`config.mk`:
```
export PLATFORM = sky130hd
export DESIGN_NAME = hazard_ctrl
export DESIGN_NICKNAME = d
export VERILOG_FILES = /design/src/rtl/hazard_ctrl.sv
export SDC_FILE = /design/constraint.sdc
export NUM_CORES = 1
export LEC_CHECK = 0
export BUFFER_PORTS_ARGS = -buffer_cell sky130_fd_sc_hd__buf_2
export CAP_MARGIN = 10
export CORE_MARGIN = 3
export CORE_UTILIZATION = 45
export DETAILED_ROUTE_END_ITERATION = 10
export PLACE_DENSITY = 0.69
export SLEW_MARGIN = 20
export SYNTH_ARGS = -nofsm -noshare
export SYNTH_HDL_FRONTEND = slang
export SYNTH_SLANG_ARGS = --single-unit
export TNS_END_PERCENT = 1
```
`constraint.sdc`:
```
create_clock -name clk -period 4.9 [get_ports clk]
set_input_delay 0.49 -clock clk [delete_from_list [all_inputs] [get_ports clk]]
set_output_delay 0.49 -clock clk [all_outputs]
set_load 0.02 [all_outputs]
```
`src/rtl/hazard_ctrl.sv`:
```
// hazard_ctrl: pipeline hazard/stall sequencer for the 5-stage MIPS core.
// Handles load-use stalls, EX branch flushes, ID jump flushes and data-memory
// wait states, and keeps saturating stall/flush counters.
module hazard_ctrl #(
    parameter int unsigned LU_CYCLES   = 1,
    parameter int unsigned MEM_TIMEOUT = 255,
    parameter int unsigned CNT_W       = 16
) (
    input  logic             clk,
    input  logic             rst,
    input  logic [4:0]       id_rs,
    input  logic [4:0]       id_rt,
    input  logic             id_uses_rs,
    input  logic             id_uses_rt,
    input  logic             id_jump,
    input  logic [4:0]       ex_dst,
    input  logic             ex_mem_read,
    input  logic             ex_branch_taken,
    input  logic             mem_req,
    input  logic             mem_ready,
    output logic             pc_write,
    output logic             ifid_write,
    output logic             idex_write,
    output logic             ifid_flush,
    output logic             idex_flush,
    output logic             exmem_hold,
    output logic             mem_timeout,
    output logic [CNT_W-1:0] stall_count,
    output logic [CNT_W-1:0] flush_count
);

    localparam int unsigned LU_W   = 4;
    localparam int unsigned WAIT_W = 8;

    typedef enum logic [1:0] {
        ST_RUN      = 2'd0,
        ST_LU_STALL = 2'd1,
        ST_MEM_WAIT = 2'd2
    } state_t;

    state_t             r_state;
    state_t             w_state_nxt;
    state_t             w_eff_state;
    logic [LU_W-1:0]    r_lu_cnt;
    logic [LU_W-1:0]    w_lu_nxt;
    logic [WAIT_W-1:0]  r_wait_cnt;
    logic [WAIT_W-1:0]  w_wait_nxt;
    logic               r_mem_timeout;
    logic [CNT_W-1:0]   r_stall_cnt;
    logic [CNT_W-1:0]   r_flush_cnt;
    logic               w_freeze;
    logic               w_lu_hazard;
    logic               w_pc_write;
    logic               w_ifid_write;
    logic               w_idex_write;
    logic               w_ifid_flush;
    logic               w_idex_flush;
    logic               w_exmem_hold;

    assign w_freeze    = mem_req && !mem_ready;
    assign w_lu_hazard = ex_mem_read && (ex_dst != 5'd0) &&
                         ((id_uses_rs && (id_rs == ex_dst)) ||
                          (id_uses_rt && (id_rt == ex_dst)));

    // On memory release the cycle behaves as the state that was interrupted
    always_comb begin
        w_eff_state = r_state;
        if (r_state == ST_MEM_WAIT) begin
            w_eff_state = (r_lu_cnt != '0) ? ST_LU_STALL : ST_RUN;
        end
    end

    // Next-state and Mealy outputs, resolved in hazard priority order
    always_comb begin
        w_state_nxt  = r_state;
        w_lu_nxt     = r_lu_cnt;
        w_wait_nxt   = r_wait_cnt;
        w_pc_write   = 1'b1;
        w_ifid_write = 1'b1;
        w_idex_write = 1'b1;
        w_ifid_flush = 1'b0;
        w_idex_flush = 1'b0;
        w_exmem_hold = 1'b0;
        if (w_freeze) begin
            w_pc_write   = 1'b0;
            w_ifid_write = 1'b0;
            w_idex_write = 1'b0;
            w_exmem_hold = 1'b1;
            w_state_nxt  = ST_MEM_WAIT;
            w_wait_nxt   = (r_wait_cnt == '1) ? r_wait_cnt : r_wait_cnt + WAIT_W'(1);
        end else begin
            w_wait_nxt  = '0;
            w_state_nxt = ST_RUN;
            if (ex_branch_taken) begin
                w_ifid_flush = 1'b1;
                w_idex_flush = 1'b1;
                w_lu_nxt     = '0;
            end else if (w_eff_state == ST_LU_STALL) begin
                w_pc_write   = 1'b0;
                w_ifid_write = 1'b0;
                w_idex_flush = 1'b1;
                w_lu_nxt     = r_lu_cnt - LU_W'(1);
                w_state_nxt  = (r_lu_cnt == LU_W'(1)) ? ST_RUN : ST_LU_STALL;
            end else if (w_lu_hazard) begin
                w_pc_write   = 1'b0;
                w_ifid_write = 1'b0;
                w_idex_flush = 1'b1;
                w_lu_nxt     = LU_W'(LU_CYCLES - 1);
                w_state_nxt  = (LU_CYCLES > 1) ? ST_LU_STALL : ST_RUN;
            end else if (id_jump) begin
                w_ifid_flush = 1'b1;
            end
        end
    end

    // State, counters and sticky timeout flag
    always_ff @(posedge clk) begin
        if (rst) begin
            r_state       <= ST_RUN;
            r_lu_cnt      <= '0;
            r_wait_cnt    <= '0;
            r_mem_timeout <= 1'b0;
            r_stall_cnt   <= '0;
            r_flush_cnt   <= '0;
        end else begin
            r_state    <= w_state_nxt;
            r_lu_cnt   <= w_lu_nxt;
            r_wait_cnt <= w_wait_nxt;
            if (w_freeze && (32'(w_wait_nxt) >= MEM_TIMEOUT)) begin
                r_mem_timeout <= 1'b1;
            end
            if (!w_pc_write && (r_stall_cnt != '1)) begin
                r_stall_cnt <= r_stall_cnt + CNT_W'(1);
            end
            if (w_ifid_flush && (r_flush_cnt != '1)) begin
                r_flush_cnt <= r_flush_cnt + CNT_W'(1);
            end
        end
    end

    assign pc_write    = w_pc_write;
    assign ifid_write  = w_ifid_write;
    assign idex_write  = w_idex_write;
    assign ifid_flush  = w_ifid_flush;
    assign idex_flush  = w_idex_flush;
    assign exmem_hold  = w_exmem_hold;
    assign mem_timeout = r_mem_timeout;
    assign stall_count = r_stall_cnt;
    assign flush_count = r_flush_cnt;

endmodule

```
-- Word level (Yosys, flattened, before mapping)
Index checks and enable logic that the tools add are counted.
- bits in registers: 47
- bits of input ports: 24
- output and inout bits: 39
- word-level logic and storage cells: 64
- add/sub/neg operators: 4
- $lt $le $gt $ge: 1
- equality and inequality tests: 8
- mux-type cells: 26
- bitwise gates (word level): 2
- reductions and logical operators: 16
- operator list (kind ; number):
    16-bit by 1-bit adder with 16-bit output, second input constant ; 2
    16-bit inequality test, second input constant ; 2
    1-bit 2-to-1 mux ; 19
    8-bit 2-to-1 mux ; 2
    4-bit 2-to-1 mux ; 3
    5-bit equality test ; 2
    8-bit by 1-bit adder with 8-bit output, second input constant ; 1
    8-bit equality test, second input constant ; 1
    8-bit greater-or-equal comparator, second input constant ; 1
    1-bit logical AND ; 8
    5-bit nonzero test ; 1
    4-bit by 1-bit equality test with 1-bit output, second input constant ; 1
    2-bit 2-to-1 mux ; 2
    4-bit nonzero test ; 1
    4-bit OR reduction ; 1
    4-bit by 1-bit subtractor with 4-bit output, second input constant ; 1
    3-bit nonzero test ; 1
    2-bit by 1-bit equality test with 1-bit output, second input constant ; 1
    2-bit equality test, second input constant ; 1
    1-bit logical NOT ; 2
    1-bit inverter ; 2
    2-bit AND reduction ; 1
    1-bit logical OR ; 1

-- Depth between registers and ports, before layout
- depth after elaboration: 10
- gate-level depth with buffers: 10
- depth with buffers taken out: 9

-- Worst setup path before layout
OpenSTA, ideal clock, no wires.
- kind: input to output
- start point: input ex_dst[1]
- end point: output pc_write
- arrival: 2.012 ns
- data required time: 4.410 ns
- slack: 2.398 ns
- cell stages on the path: 7
- buffers on the path: 3
- cell sequence: or4_1 > o21ai_2 > nand2b_1 > o21ba_2 > buf_2 > buf_2 > buf_4
- cells in the longest elaborated chain, start to end: 8
- elaborated cells on any way between the ends: 12
- classes of those cells: 2 x eq/ne; 4 x mux; 6 x reduce/logical
- ends and longest elaborated chain (item ; line ; text):
    start: declaration ; 16 ; input logic [4:0] ex_dst,
    5-bit equality test (on tied branches) ; 62, 63 ;
    1-bit logical AND (on tied branches) ; 62, 63 ;
    1-bit logical OR ; 62 ; ((id_uses_rs && (id_rs == ex_dst)) ||
    1-bit logical AND * ; 61 ; assign w_lu_hazard = ex_mem_read && (ex_dst != 5'd0) &&
    1-bit 2-to-1 mux * (4 in a row) ; n/a ;
    end: declaration ; 21 ; output logic pc_write,
Every way passes the cells marked *; elsewhere a longest branch is shown, timed or not.

-- Final worst setup path
- start point: register r_lu_cnt[0]
- end point: output pc_write
- cells in the longest elaborated chain, start to end: 7
- ends and longest elaborated chain (item ; line ; text):
    start: declaration ; 44 ; logic [LU_W-1:0] r_lu_cnt;
    start signal: assignment ; 127 ; r_lu_cnt <= w_lu_nxt;
    4-bit nonzero test ; 69 ; w_eff_state = (r_lu_cnt != '0) ? ST_LU_STALL : ST_RUN;
    1-bit 2-to-1 mux ; 69 ;
    2-bit 2-to-1 mux ; 68 ; if (r_state == ST_MEM_WAIT) begin
    2-bit by 1-bit equality test with 1-bit output ; 98 ; end else if (w_eff_state == ST_LU_STALL) begin
    1-bit 2-to-1 mux ; 98 ;
    1-bit 2-to-1 mux ; 94 ; if (ex_branch_taken) begin
    1-bit 2-to-1 mux ; 84 ; if (w_freeze) begin
No other way between the ends.

==> flow_metrics.env <==
export IMPL_clock_sinks=47
export IMPL_post_route_period_util_pct=60.12
export IMPL_status="finished, final reports clean"
export IMPL_cts_root_buf="clkbuf_8"
export IMPL_syn_inst=321
export IMPL_setup_tns_final_ns=0
export IMPL_r2r_cells=8
export IMPL_ys_flop_type="dfxtp_1"
export IMPL_final_max_slew_viol_count=0
export IMPL_cts_setup_buffers=0
export IMPL_wl_per_cell_um=13.21
export IMPL_grt_pass1_wl_um=9666
export IMPL_grt_pass1_vias=2200
export IMPL_skew_ns=0.004855
export IMPL_portBuffers=62
export IMPL_final_common_cell="buf_2"
export IMPL_maxCapViolCount=0
export IMPL_min_period_ns=2.946
export IMPL_grt_max_degree=42
export IMPL_postCtsHoldBufs=0
export IMPL_cp_end_kind="primary output"
export IMPL_drc=0
export IMPL_multiInputGateArea_sq_um=1550
export IMPL_synth_edf_count=0
export IMPL_grt_overflow_total=0
export IMPL_dpl_cell_area_sq_um=2927
export IMPL_grt_usage_pct=17.79
export IMPL_path_clk_slew_ns=0.08
export IMPL_finalSetupViolCount=0
export IMPL_grt_antenna_before_repair=0
export IMPL_ys_seq_area_share_pct=36.17
export IMPL_chipWidth_um=82.03
export IMPL_initial_utilization_pct=46.95
export IMPL_cp_arrival_ns=2.46
export IMPL_clock_fmax_ghz=0.3395
export IMPL_io_pins=63
export IMPL_finalPower_w=0.0007105
export IMPL_design_area_sq_um=3033
export IMPL_pwr_density_cell_nw_per_um2=234.2
export IMPL_postSynthAreaPerCell_sq_um=8.104
export IMPL_cts_max_level=2
export IMPL_cts_buffer_depth=2
export IMPL_dieHeight_um=82.03
export IMPL_finalHoldViolCount=0
export IMPL_cts_buffers=5
export IMPL_maxSlewHeadroom_pct=48.73
export IMPL_worstPathRequired_ns=4.41
export IMPL_nets=402
export IMPL_utilization_pct=54.74
export IMPL_diodes=0
export IMPL_crit_type="register to primary output"
export IMPL_post_cts_resized=0
export IMPL_tightest_slew_ns=0.7662
export IMPL_yosysUniqueCellTypes=47
export IMPL_drt_initial_drc_count=125
export IMPL_die_area_sq_um=6729
export IMPL_hpwl_um=4119
export IMPL_ir_drop_mv=0.1972
export IMPL_synth_seq_cells=47
export IMPL_num_vias=2552
export IMPL_crit_path_start_kind="register"
export IMPL_cts_tree="done"
export IMPL_place_gp_congestion=0.7985
export IMPL_fillers=558
export IMPL_holdCritPathClass="register to register"
export IMPL_layout_common_cells="buf_2, dfxtp_1, a21oi_1"
export IMPL_ant_nets=0
export IMPL_synth_area_sq_um=2601
export IMPL_worstPathMaxFanout=33
export IMPL_viasPerCell=5.735
export IMPL_ys_warn_count=0
export IMPL_first_pass_iters=4
export IMPL_clkLatencyLatePin_ns=0.29
export IMPL_core_area_sq_um=5540
export IMPL_rsz0062_at_grt="no"
export IMPL_regArea_sq_um=940.9
export IMPL_hold_depth=2
export IMPL_synth_nets=351
export IMPL_drive_gt1_share_pct=21.72
export IMPL_wirelength_um=5880
export IMPL_power_leakage_nw=1.188
export IMPL_rows=27
export IMPL_async_reset_ff_share_pct=0
export IMPL_area_growth_pct=16.59
[metrics by stage]
stage | instances | hold slack (ns) | setup slack [ns]
2_1_floorplan | 321 | 0.4614 | 2.398
3_3_place_gp | 437 | 0.4391 | 2.199
3_5_place_dp | 437 | 0.4449 | 2.135
4_1_cts | 445 | 0.4681 | 1.946
5_1_grt | 445 | 0.4887 | 1.735
6_report | 445 | 0.4642 | 1.954
[critical path: stages, from the launching register on]
cell and delay, ns:
dfxtp_1 0.34, inv_1 0.10, ha_1 0.14, or3b_1 0.35
a21oi_2 0.22, o21ai_0 0.10, o21ba_2 0.64, buf_2 0.28
[registers in the layout, indices dropped and copies added, names as in the netlist]
register     count
flush_count     16
stall_count     16
r_wait_cnt       8
r_lu_cnt         4
r_state          2
mem_timeout      1
[per-layer routing]
layer,up-vias,track usage [%],wire [um]
li1,1290,-,-
met2,72,29.16,2769
met1,1184,22.93,2684
met5,-,0,0
met4,0,6.146,65
met3,6,3.947,361
[cell families (layout without fill, tap and decap cells)]
group / count (synthesis) / after routing / share of synthesized area, %
AO/OA/AOI/OAI: 87 / 87 / 20.54
XOR/XNOR: 14 / 14 / 4.714
adder cells (fa/ha/maj): 6 / 6 / 2.886
buffers and inverters: 28 / 80 / 4.665
flip-flops: 47 / 47 / 36.17
multiplexers: 3 / 3 / 1.203
AND/OR/NAND/NOR: 136 / 136 / 29.82
[path summary, 6_finish.rpt]
kind	startpoint	to	slack [ns]
max	r_lu_cnt[0]	pc_write	1.95
min	mem_timeout	mem_timeout	0.46
max reg2reg	r_lu_cnt[0]	stall_count[6]	2.45
min reg2reg	mem_timeout	mem_timeout	0.46
[power breakdown]
| part | total (W) | internal [W] | switching, W |
|---|---|---|---|
| sequential | 0.000390 | 0.000386 | 0.00000479 |
| combinational | 0.0000711 | 0.0000263 | 0.0000447 |
| clock | 0.000249 | 0.000129 | 0.000120 |
| total | 0.000710 | 0.000541 | 0.000170 |
[synth_stat cells, types with 2 or more instances]
library cell	count	share of area [%]
and2_1	7	1.7
a21oi_2	2	0.67
nor2b_1	4	0.96
buf_2	3	0.58
or4_1	20	5.8
and3_1	11	2.6
ha_1	6	2.9
o31ai_1	18	5.2
nor2_1	17	2.5
nor4_1	6	1.4
mux2i_1	2	0.77
nand3_1	12	2.3
nand4_1	6	1.4
a31oi_1	3	0.72
and4_1	4	1.3
or2_2	2	0.48
nor3_1	4	0.77
clkbuf_1	13	1.9
or3_1	9	2.2
a21oi_1	37	7.1
xor2_1	10	3.4
nand2_1	24	3.5
o21ai_0	16	3.1
dfxtp_1	47	36
o21ba_2	2	0.77
xnor2_1	4	1.3
inv_1	9	1.3
nand2b_1	4	0.96
[layout make-up]
class | count | area share (%)
tap | 72 | 2.970
inverter | 9 | 1.114
clock buffer | 8 | 3.300
timing repair buffer | 63 | 10.48
sequential | 47 | 31.02
multi-input combinational | 246 | 51.11
(Power assumes the default switching activity.)
